### config.mk
export PLATFORM = sky130hd
export DESIGN_NAME = out_transaction_fsm_flat
export DESIGN_NICKNAME = d
export VERILOG_FILES = /design/src/rtl/usb_pkg.sv /design/src/rtl/out_transaction_fsm_if.sv /design/src/rtl/usb_counter.sv /design/src/rtl/out_transaction_fsm.sv /design/src/flat_wrapper.sv
export SDC_FILE = /design/constraint.sdc
export NUM_CORES = 1
export LEC_CHECK = 0
export ABC_AREA = 1
export CAP_MARGIN = 20
export CELL_PAD_IN_SITES_DETAIL_PLACEMENT = 1
export CELL_PAD_IN_SITES_GLOBAL_PLACEMENT = 1
export CORE_MARGIN = 1.5
export CORE_UTILIZATION = 30
export DETAILED_ROUTE_END_ITERATION = 7
export GPL_ROUTABILITY_DRIVEN = 0
export PLACE_DENSITY_LB_ADDON = 0.12
export SYNTH_ARGS = -nofsm -noshare
export SYNTH_HDL_FRONTEND = slang
export SYNTH_SLANG_ARGS = --single-unit
### constraint.sdc
create_clock -name clock -period 11.4 [get_ports clock]
set_input_delay 2.28 -clock clock [delete_from_list [all_inputs] [get_ports clock]]
set_output_delay 2.28 -clock clock [all_outputs]
set_load 0.03 [all_outputs]
### src/rtl/usb_pkg.sv
// Shared USB host definitions: packet IDs, endpoint numbers, OUT FSM states.
// No ports; imported by the OUT transaction block and its bench.
package usb_pkg;

  typedef enum logic [3:0] {
    PID_OUT   = 4'b0001,
    PID_IN    = 4'b1001,
    PID_DATA0 = 4'b0011,
    PID_DATA1 = 4'b1011,
    PID_ACK   = 4'b0010,
    PID_NAK   = 4'b1010
  } pid_t;

  localparam logic [3:0] ENDP_ADDR = 4'd4;
  localparam logic [3:0] ENDP_DATA = 4'd8;

  typedef enum logic [2:0] {
    ST_IDLE,
    ST_SEND_TOKEN,
    ST_SEND_DATA,
    ST_WAIT_HS,
    ST_DONE_OK,
    ST_DONE_FAIL
  } out_state_t;

endpackage

### src/rtl/out_transaction_fsm_if.sv
// Bus bundle between sequencer, OUT transaction FSM and packet codec.
// slave: FSM view (sequencer/codec inputs, request/result outputs).
interface out_transaction_fsm_if;

  logic        out_trans_start;
  logic [3:0]  out_endp;
  logic [63:0] out_data;
  logic        out_trans_done;
  logic        out_trans_success;
  logic        out_trans_failure;
  logic        pkt_send;
  logic [3:0]  pkt_pid;
  logic [6:0]  pkt_addr;
  logic [3:0]  pkt_endp;
  logic [63:0] pkt_payload;
  logic        pkt_sent;
  logic        rx_valid;
  logic [3:0]  rx_pid;
  logic        rx_error;

  modport slave (
    input  out_trans_start,
    input  out_endp,
    input  out_data,
    output out_trans_done,
    output out_trans_success,
    output out_trans_failure,
    output pkt_send,
    output pkt_pid,
    output pkt_addr,
    output pkt_endp,
    output pkt_payload,
    input  pkt_sent,
    input  rx_valid,
    input  rx_pid,
    input  rx_error
  );

  modport master (
    output out_trans_start,
    output out_endp,
    output out_data,
    input  out_trans_done,
    input  out_trans_success,
    input  out_trans_failure,
    input  pkt_send,
    input  pkt_pid,
    input  pkt_addr,
    input  pkt_endp,
    input  pkt_payload,
    output pkt_sent,
    output rx_valid,
    output rx_pid,
    output rx_error
  );

endinterface

### src/rtl/usb_counter.sv
// Saturating up-counter with synchronous clear and count enable.
// Ports: clock, reset (async high), clear, en in; q out (W bits).
module usb_counter #(
  parameter int W   = 4,
  parameter int MAX = (1 << W) - 1
) (
  input  logic         clock,
  input  logic         reset,
  input  logic         clear,
  input  logic         en,
  output logic [W-1:0] q
);

  localparam logic [W-1:0] MAXV = W'(MAX);

  always_ff @(posedge clock or posedge reset) begin
    if (reset) begin
      q <= '0;
    end else if (clear) begin
      q <= '0;
    end else if (en && q != MAXV) begin
      q <= q + W'(1);
    end
  end

endmodule

### src/rtl/out_transaction_fsm.sv
// USB OUT transaction: OUT token, DATA0, handshake wait with retries.
// Ports: clock, reset (async high); bus (slave) carries sequencer+codec.
module out_transaction_fsm
  import usb_pkg::*;
#(
  parameter logic [6:0] DEV_ADDR       = 7'd5,
  parameter int         MAX_RETRIES    = 8,
  parameter int         TIMEOUT_CYCLES = 255
) (
  input logic                  clock,
  input logic                  reset,
  out_transaction_fsm_if.slave bus
);

  localparam int RW = $clog2(MAX_RETRIES + 1);
  localparam int TW = $clog2(TIMEOUT_CYCLES + 1);
  localparam logic [RW-1:0] LAST_TRY = RW'(MAX_RETRIES - 1);
  localparam logic [TW-1:0] TMO_LAST = TW'(TIMEOUT_CYCLES - 1);

  out_state_t state;
  out_state_t nxt;

  logic [RW-1:0] retry_q;
  logic [TW-1:0] timer_q;
  logic [3:0]    endp_q;
  logic [63:0]   data_q;

  logic start_acc;
  logic send_done;
  logic rx_ack;
  logic timeout;
  logic attempt_fail;

  logic          send_d;
  logic [3:0]    pid_d;
  logic [6:0]    addr_d;
  logic [3:0]    endp_d;
  logic [3:0]    endp_n;
  logic [63:0]   payload_d;
  logic          done_d;
  logic          ok_d;
  logic          fail_d;

  assign start_acc = (state == ST_IDLE) && bus.out_trans_start;
  // A pkt_sent only completes a packet we are actually requesting.
  assign send_done = bus.pkt_sent && bus.pkt_send;
  assign rx_ack = bus.rx_valid && !bus.rx_error &&
                  (bus.rx_pid == PID_ACK);
  // Timeout fires on the cycle the timer would reach its limit,
  // and only without a reply, so a same-cycle reply wins.
  assign timeout = !bus.rx_valid && (timer_q >= TMO_LAST);
  assign attempt_fail = (state == ST_WAIT_HS) && !rx_ack &&
                        (bus.rx_valid || timeout);
  assign endp_n = start_acc ? bus.out_endp : endp_q;

  usb_counter #(
    .W   (RW),
    .MAX (MAX_RETRIES)
  ) u_retry (
    .clock (clock),
    .reset (reset),
    .clear (start_acc),
    .en    (attempt_fail),
    .q     (retry_q)
  );

  usb_counter #(
    .W   (TW),
    .MAX (TIMEOUT_CYCLES)
  ) u_timer (
    .clock (clock),
    .reset (reset),
    .clear ((state == ST_SEND_DATA) && send_done),
    .en    ((state == ST_WAIT_HS) && !bus.rx_valid),
    .q     (timer_q)
  );

  always_ff @(posedge clock or posedge reset) begin
    if (reset) begin
      state <= ST_IDLE;
    end else begin
      state <= nxt;
    end
  end

  always_comb begin
    nxt = state;
    unique case (state)
      ST_IDLE: begin
        if (bus.out_trans_start) nxt = ST_SEND_TOKEN;
      end
      ST_SEND_TOKEN: begin
        if (send_done) nxt = ST_SEND_DATA;
      end
      ST_SEND_DATA: begin
        if (send_done) nxt = ST_WAIT_HS;
      end
      ST_WAIT_HS: begin
        if (rx_ack) begin
          nxt = ST_DONE_OK;
        end else if (attempt_fail) begin
          nxt = (retry_q == LAST_TRY) ? ST_DONE_FAIL
                                      : ST_SEND_DATA;
        end
      end
      ST_DONE_OK:   nxt = ST_IDLE;
      ST_DONE_FAIL: nxt = ST_IDLE;
      default:      nxt = ST_IDLE;
    endcase
  end

  // Outputs are decoded from the next state and registered, so they
  // line up with the state they describe. pkt_send drops for one
  // cycle after each completed packet.
  always_comb begin
    send_d    = 1'b0;
    pid_d     = '0;
    addr_d    = '0;
    endp_d    = '0;
    payload_d = '0;
    done_d    = 1'b0;
    ok_d      = 1'b0;
    fail_d    = 1'b0;
    unique case (1'b1)
      nxt == ST_SEND_TOKEN: begin
        send_d = 1'b1;
        pid_d  = PID_OUT;
        addr_d = DEV_ADDR;
        endp_d = endp_n;
      end
      nxt == ST_SEND_DATA: begin
        send_d    = !send_done;
        pid_d     = PID_DATA0;
        payload_d = data_q;
      end
      nxt == ST_DONE_OK: begin
        done_d = 1'b1;
        ok_d   = 1'b1;
      end
      nxt == ST_DONE_FAIL: begin
        done_d = 1'b1;
        fail_d = 1'b1;
      end
      default: ;
    endcase
  end

  always_ff @(posedge clock or posedge reset) begin
    if (reset) begin
      endp_q <= '0;
      data_q <= '0;
    end else if (start_acc) begin
      endp_q <= bus.out_endp;
      data_q <= bus.out_data;
    end
  end

  always_ff @(posedge clock or posedge reset) begin
    if (reset) begin
      bus.pkt_send          <= 1'b0;
      bus.pkt_pid           <= '0;
      bus.pkt_addr          <= '0;
      bus.pkt_endp          <= '0;
      bus.pkt_payload       <= '0;
      bus.out_trans_done    <= 1'b0;
      bus.out_trans_success <= 1'b0;
      bus.out_trans_failure <= 1'b0;
    end else begin
      bus.pkt_send          <= send_d;
      bus.pkt_pid           <= pid_d;
      bus.pkt_addr          <= addr_d;
      bus.pkt_endp          <= endp_d;
      bus.pkt_payload       <= payload_d;
      bus.out_trans_done    <= done_d;
      bus.out_trans_success <= ok_d;
      bus.out_trans_failure <= fail_d;
    end
  end

endmodule
### src/flat_wrapper.sv
// flat-port wrapper written by rule: the top's interface ports become plain ports
module out_transaction_fsm_flat import usb_pkg::*;
#(
  parameter logic [6:0] DEV_ADDR       = 7'd5,
  parameter int         MAX_RETRIES    = 8,
  parameter int         TIMEOUT_CYCLES = 255
)
  (clock, reset, bus_out_trans_start, bus_out_endp, bus_out_data, bus_out_trans_done, bus_out_trans_success, bus_out_trans_failure, bus_pkt_send, bus_pkt_pid, bus_pkt_addr, bus_pkt_endp, bus_pkt_payload, bus_pkt_sent, bus_rx_valid, bus_rx_pid, bus_rx_error);
  out_transaction_fsm_if bus_i ();
  input logic clock;
  input logic reset;
  input wire logic [$bits(bus_i.out_trans_start)-1:0] bus_out_trans_start;
  input wire logic [$bits(bus_i.out_endp)-1:0] bus_out_endp;
  input wire logic [$bits(bus_i.out_data)-1:0] bus_out_data;
  output wire logic [$bits(bus_i.out_trans_done)-1:0] bus_out_trans_done;
  output wire logic [$bits(bus_i.out_trans_success)-1:0] bus_out_trans_success;
  output wire logic [$bits(bus_i.out_trans_failure)-1:0] bus_out_trans_failure;
  output wire logic [$bits(bus_i.pkt_send)-1:0] bus_pkt_send;
  output wire logic [$bits(bus_i.pkt_pid)-1:0] bus_pkt_pid;
  output wire logic [$bits(bus_i.pkt_addr)-1:0] bus_pkt_addr;
  output wire logic [$bits(bus_i.pkt_endp)-1:0] bus_pkt_endp;
  output wire logic [$bits(bus_i.pkt_payload)-1:0] bus_pkt_payload;
  input wire logic [$bits(bus_i.pkt_sent)-1:0] bus_pkt_sent;
  input wire logic [$bits(bus_i.rx_valid)-1:0] bus_rx_valid;
  input wire logic [$bits(bus_i.rx_pid)-1:0] bus_rx_pid;
  input wire logic [$bits(bus_i.rx_error)-1:0] bus_rx_error;
  assign bus_i.out_trans_start = bus_out_trans_start;
  assign bus_i.out_endp = bus_out_endp;
  assign bus_i.out_data = bus_out_data;
  assign bus_out_trans_done = bus_i.out_trans_done;
  assign bus_out_trans_success = bus_i.out_trans_success;
  assign bus_out_trans_failure = bus_i.out_trans_failure;
  assign bus_pkt_send = bus_i.pkt_send;
  assign bus_pkt_pid = bus_i.pkt_pid;
  assign bus_pkt_addr = bus_i.pkt_addr;
  assign bus_pkt_endp = bus_i.pkt_endp;
  assign bus_pkt_payload = bus_i.pkt_payload;
  assign bus_i.pkt_sent = bus_pkt_sent;
  assign bus_i.rx_valid = bus_rx_valid;
  assign bus_i.rx_pid = bus_rx_pid;
  assign bus_i.rx_error = bus_rx_error;
  out_transaction_fsm #(.DEV_ADDR(DEV_ADDR), .MAX_RETRIES(MAX_RETRIES), .TIMEOUT_CYCLES(TIMEOUT_CYCLES)) u_core (.clock(clock), .reset(reset), .bus(bus_i));
endmodule
After elaboration in Yosys (flattened, before gate mapping)
Index checks and enable logic that the tools add are counted.
{"block": "word_totals", "word_cells": 67, "register_bits": 160}
{"block": "classes", "order_cmp": 1, "addsub": 2, "reduce_logical": 20, "eq_ne": 11, "mux": 20}
{"operator": "$mux W64", "n": 1}
{"operator": "$mux W3", "n": 7}
{"operator": "$mux W4", "n": 4}
{"operator": "$mux W8", "n": 2}
{"operator": "$pmux W3 S4", "n": 1}
{"operator": "$logic_and A1 B1 Y1", "n": 11}
{"operator": "$eq A3 B2 Y1 const B", "n": 3}
{"operator": "$add A8 B1 Y8 const B", "n": 1}
{"operator": "$ge A8 B8 Y1 const B", "n": 1}
{"operator": "$ne A8 B8 Y1 const B", "n": 1}
{"operator": "$eq A3 B1 Y1 const B", "n": 2}
{"operator": "$eq A3 B3 Y1 const B", "n": 2}
{"operator": "$add A4 B1 Y4 const B", "n": 1}
{"operator": "$eq A4 B2 Y1 const B", "n": 1}
{"operator": "$eq A4 B3 Y1 const B", "n": 1}
{"operator": "$logic_not A1 Y1", "n": 4}
{"operator": "$ne A4 B4 Y1 const B", "n": 1}
{"operator": "$pmux W2 S2", "n": 1}
{"operator": "$reduce_bool A2 Y1", "n": 2}
{"operator": "$logic_not A3 Y1", "n": 1}
{"operator": "$mux W1", "n": 3}
{"operator": "$pmux W1 S2", "n": 1}
{"operator": "$reduce_or A2 Y1", "n": 1}
{"operator": "$logic_or A1 B1 Y1", "n": 1}

Longest topological paths before layout
{"block": "logic_depth", "word_depth": 12, "ltp_mapped": 13}

Cells and area by module
Synthesis repeated with hierarchy kept, for this count alone.
{"block": "hier_totals", "hier_cells": 615, "area_unflattened_um2": 6372.4}
{"mod": "out_transaction_fsm", "area_each_um2": 5605.4, "cells_each": 511, "instances": 1}
{"mod": "usb_counter (u_core.u_timer)", "area_each_um2": 506.7, "cells_each": 69, "instances": 1}
{"mod": "usb_counter (u_core.u_retry)", "area_each_um2": 260.2, "cells_each": 35, "instances": 1}

Least setup slack after synthesis
No wires, ideal clock.
{"block": "synth_timing", "path_type": "in2reg", "start": "input port bus_rx_pid[1]", "end": "register u_core.bus.pkt_pid[0]", "setup_slack_ns": 8.039, "path_buffers": 2, "cell_stages": 10, "arrival_time_ns": 3.241, "setup_ns": 0.120, "cell_sequence": "inv_1 -> nor2_1 -> nand3_2 -> nand2_2 -> o21bai_1 -> nand2_1 -> nand2_4 -> buf_12 -> buf_12 -> nand2_4"}
{"block": "synth_via", "elab_chain_len": 10}
{"item": "from (decl)", "line": "flat_wrapper.sv:25", "rtl": "input wire logic [$bits(bus_i.rx_pid)-1:0] bus_rx_pid;"}
{"item": "$eq A4 B2 Y1 *", "line": "out_transaction_fsm.sv:48", "rtl": "(bus.rx_pid == PID_ACK);"}
{"item": "$logic_and A1 B1 Y1 *", "line": "out_transaction_fsm.sv:47", "rtl": "assign rx_ack = bus.rx_valid && !bus.rx_error &&"}
{"item": "$logic_not A1 Y1", "line": "out_transaction_fsm.sv:52", "rtl": "assign attempt_fail = (state == ST_WAIT_HS) && !rx_ack &&"}
{"item": "$logic_and A1 B1 Y1 (2 in series)", "line": "out_transaction_fsm.sv:52"}
{"item": "$mux W3", "line": "out_transaction_fsm.sv:101", "rtl": "end else if (attempt_fail) begin"}
{"item": "$mux W3 *", "line": "out_transaction_fsm.sv:99", "rtl": "if (rx_ack) begin"}
{"item": "$pmux W3 S4 *", "line": "out_transaction_fsm.sv:88", "rtl": "unique case (state)"}
{"item": "via u_core.nxt[1]", "line": "out_transaction_fsm.sv:21", "rtl": "out_state_t nxt;"}
{"item": "$eq A3 B2 Y1 / $eq A3 B1 Y1 (equally long branches)", "line": "out_transaction_fsm.sv:131, out_transaction_fsm.sv:125"}
{"item": "$pmux W2 S2 *", "line": "out_transaction_fsm.sv:124", "rtl": "unique case (1'b1)"}
{"item": "via u_core.pid_d[0]", "line": "out_transaction_fsm.sv:35", "rtl": "logic [3:0] pid_d;"}
{"item": "to (signal assigned)", "line": "out_transaction_fsm.sv:170", "rtl": "bus.pkt_pid <= pid_d;"}
{"item": "to (decl)", "line": "out_transaction_fsm_if.sv:29", "rtl": "output pkt_pid,"}
Mark *: on every way through the listed nets, which the timed path passes. The rest lies on a longest branch.
A chain may end at the register's enable or synchronous reset.

Worst setup path after layout
{"block": "layout_timing", "start": "input port bus_out_trans_start", "end": "register u_core.endp_q[0]"}
{"block": "layout_via", "elab_chain_len": 2}
{"item": "from (decl)", "line": "flat_wrapper.sv:12", "rtl": "input wire logic [$bits(bus_i.out_trans_start)-1:0] bus_out_trans_start;"}
{"item": "$logic_and A1 B1 Y1", "line": "out_transaction_fsm.sv:44", "rtl": "assign start_acc = (state == ST_IDLE) && bus.out_trans_start;"}
{"item": "$mux W4"}
{"item": "via u_core.endp_n[0]", "line": "out_transaction_fsm.sv:38", "rtl": "logic [3:0] endp_n;"}
{"item": "to (signal assigned)", "line": "out_transaction_fsm.sv:153", "rtl": "endp_q <= bus.out_endp;"}
{"item": "to (decl)", "line": "out_transaction_fsm.sv:25", "rtl": "logic [3:0] endp_q;"}
The timed path passes the listed nets, and every way through them passes these cells.

==> PnR_summary.wiki <==
{| class="wikitable"
! Metric !! Value
|-
| Number of warnings printed during yosys synthesis || 0
|-
| Via count of the first global-routing pass || between 4k and 5k
|-
| Maximum operating frequency || around 0.24 GHz
|-
| Startpoint of the worst-slack reg-to-reg timing path || u_core.state[0]
|-
| Overall routed net length || about 14 mm
|-
| CP Max Fanout || approximately 80
|-
| Final-layout worst hold slack || between 400 and 500 ps
|-
| Met1 routed wirelength after detailed routing || ~6 mm
|-
| DR vias/cell || about 4.1
|-
| Inserted Clock Buffers || 17
|-
| Post_cts resized || 0
|-
| H-tree level count || 4
|-
| Synthesized cell area || roughly 6200 um^2
|-
| Max VDD drop || 0.236 mV
|-
| Top library cells by usage in the layout, fill and taps aside || 158 x dfrtp_1, 153 x clkdlybuf4s50_1, 95 x nand2_1, 89 x inv_1, 76 x o21ai_0
|-
| Top sig layer || met4
|-
| Worst-case hold path end point || u_core.bus.pkt_payload[8]
|-
| Number of unique standard cell types used by synthesis || 29
|-
| Area of the core || between 20,000 and 25,000 um^2
|-
| Number of cells on the worst reg-to-reg path || 7
|-
| CTS tree || yes
|-
| Setup repair after global routing missed its margin || false
|-
| Maximum number of pins on one net before global-route repair || 83
|-
| Most common cell after layout, fill and taps aside || dfrtp_1
|-
| Worst-Skew Late Latency || 430 ps
|-
| HPWL after DPL || approximately 9.3 mm
|-
| Power density of the placed cells || 291 nW/um^2
|-
| Met3 wire len || ~680 um
|-
| Via count || ~4.2k
|-
| Hold Fails Final Rpt || 0
|-
| Minimum period implied by the final worst setup slack || around 4200 ps
|-
| Number of port buffers || 153
|-
| Number of buffers on the longest clock path || 2
|-
| Number of antenna repair diodes || 0
|-
| Clock-pin transition on the worst setup and hold timing paths || 60 ps
|-
| Outcome || completed
|-
| Slowest cell on crit path || buf_4
|-
| Critical Path Source Type || primary input
|-
| Length of the first detailed-routing pass in iterations || 4
|-
| Number of fill cells in the layout || about 2.2k
|-
| Category of cells accounting for the largest share of critical-path delay || buffers and inverters
|-
| Slew of the pin with the lowest slew margin || about 1000 ps
|-
| I/O pin count || approximately 160
|-
| HP Start || u_core.data_q[8]
|-
| Max-slew violation count || 0
|-
| Setup violations, final || 0
|-
| Post-Syn Area per Cell || 10.7 um^2
|-
| Largest incremental delay on the critical path || 540 ps
|-
| Crit Path Category || in2reg
|-
| Post-layout net count || between 800 and 900
|-
| CP arrival || about 4500 ps
|-
| Cells along the critical path || clkdlybuf4s50_1 > nand3_4 > clkinv_2 > buf_4 > or2_2 > o21ai_0 > inv_1
|-
| Portion of the post-synthesis area used by sequential elements || a little over three fifths
|-
| Buffers plus inverters on the worst setup path || 4
|-
| Number of cells on the worst hold path || 2
|-
| Fraction of layout instances using a drive strength above 1 || between 10% and 20%
|-
| Detail Route Antenna Nets || 0
|-
| Post-DR wirelength/cell || approximately 14 um
|-
| Area contributors post-synth || dfrtp_1 63%, nor2_4 7.2%, o21ai_0 6.1%
|-
| Library cell occupying the most area in the post-synthesis netlist || dfrtp_1
|-
| Maxcap violations || 0
|-
| Area fraction of the dominant cell type after synthesis || ~63%
|-
| Area growth from synthesis to layout || 37.6%
|-
| Sum of negative setup slack || 0 ps
|-
| Clock sink count || between 150 and 200
|-
| Flop2flop setup slack || roughly 9000 ps
|-
| Die Footprint || roughly 22,000 um^2
|-
| Post-CTS setup buffer count || 0
|-
| Endpoint of the worst register-to-register path || u_core.bus.pkt_endp[0]
|-
| Sum of overflow across all layers after global routing || 0
|-
| Worst slew margin relative to its limit || approximately 34%
|-
| Initial core utilization || a little under a third
|-
| Standby leakage power || a little under 4 nW
|-
| Clock root cell || clkbuf_16
|-
| Die Width || between 100 and 150 um
|-
| Routed length on met2 || around 7 mm
|-
| Die H || roughly 150 um
|-
| Synthesized instance count || 586
|-
| Worst hold path class || reg2reg
|-
| Share of the clock period used by the worst path || ~37%
|-
| Initial antenna violation count || 0
|-
| Capturing element type of the critical path || register
|-
| Overall fraction of global-route tracks in use || 14.1%
|-
| Wire length of the first global-routing pass || 23.8 mm
|-
| Hold buffers post-CTS || 0
|-
| Number of DRC violations after detailed-routing iteration 0 || 158
|-
| Design Power || between 2 and 2.5 mW
|-
| Data required time at the worst endpoint || 11,700 ps
|-
| Number of cell rows || 52
|-
| Number of remaining DRC errors || 0
|-
| Final clock skew || ~17 ps
|-
| Total of flip-flops plus latches after synthesis || roughly 160
|}
worst max path at each step:
stage                     slack (ps)                   endpoint           startpoint  cells after the start
after floorplan                 4860  u_core.bus.out_trans_done                reset                      1
after global placement          6700     u_core.bus.pkt_endp[2]  bus_out_trans_start                      7
after detailed placement        6610     u_core.bus.pkt_endp[0]  bus_out_trans_start                      7
after CTS                       7060           u_core.endp_q[0]  bus_out_trans_start                      7
after global routing            6850           u_core.endp_q[0]  bus_out_trans_start                      7
final                           7170           u_core.endp_q[0]  bus_out_trans_start                      7
registers in the layout, indices dropped and copies added (netlist names):
name	cells
u_core.bus.pkt_payload	64
u_core.data_q	64
u_core.u_timer.q	8
u_core.bus.pkt_endp	4
u_core.endp_q	4
u_core.u_retry.q	4
u_core.state	3
u_core.bus.pkt_pid	2
u_core.bus.out_trans_done	1
u_core.bus.out_trans_failure	1
u_core.bus.out_trans_success	1
u_core.bus.pkt_addr	1
u_core.bus.pkt_send	1
report_power, final:
part | leakage, nW | switching [mW] | internal, mW | total, mW
registers | 2.05 | 0.0790 | 0.796 | 0.875
clock network | 0.309 | 0.242 | 0.363 | 0.604
logic | 1.56 | 0.666 | 0.355 | 1.02
worst reg2reg max path: cells and delay by family, from the launching register on:
kind	cells	cell delay [ps]
and+or+nand+nor	4	700
AOI/OAI and AO/OA	1	110
DFF	1	400
buffers and inverters	2	1140
metrics by stage:
step / cells / util [%] / cell area, um^2 / worst slack (ps)
6_report: 1021 / 42.3 / 8590 / 7170
3_5_place_dp: 988 / 39.1 / 7940 / 6610
5_1_grt: 1021 / 42.3 / 8590 / 6850
4_1_cts: 1020 / 42.2 / 8570 / 7060
2_1_floorplan: 592 / - / 6270 / 4860
3_3_place_gp: 988 / 39.1 / 7940 / 6700
cells in the mapped netlist, drive strengths merged:
cell,count
nand3,15
inv,95
ha,4
xor2,2
or2,4
clkbuf,6
nand3b,1
o21ai,77
dfrtp,158
nand2,101
o21bai,1
conb,1
xnor2,1
buf,23
a21oi,5
nand4,1
nor2,88
nor3,3
logic make-up after synthesis:
logic type	after synthesis	synth area share, %
other cells	1	0.0600
xor+xnor	3	0.421
buf+inv	124	9.43
flops	158	63.3
simple gates	213	19.2
fa+ha+maj	4	0.801
compound gates	83	6.81
cell type report:
cell class	count	area, um^2	share of cell area (%)
tap	270	338	3.93
clock inverter	13	178	2.07
inverter	95	363	4.22
clock buffer	19	453	5.27
multi-input combinational	310	1740	20.2
sequential	158	3950	46.0
timing repair buffer	156	1570	18.3
metal layers:
layer  track usage, %  vias to the layer above
met1             17.6                     2065
met3             3.76                       13
met5                0                        -
met2             23.6                      103
met4             4.95                        0
li1                 -                     2055
Note: power is estimated with default switching activity, not from simulation.
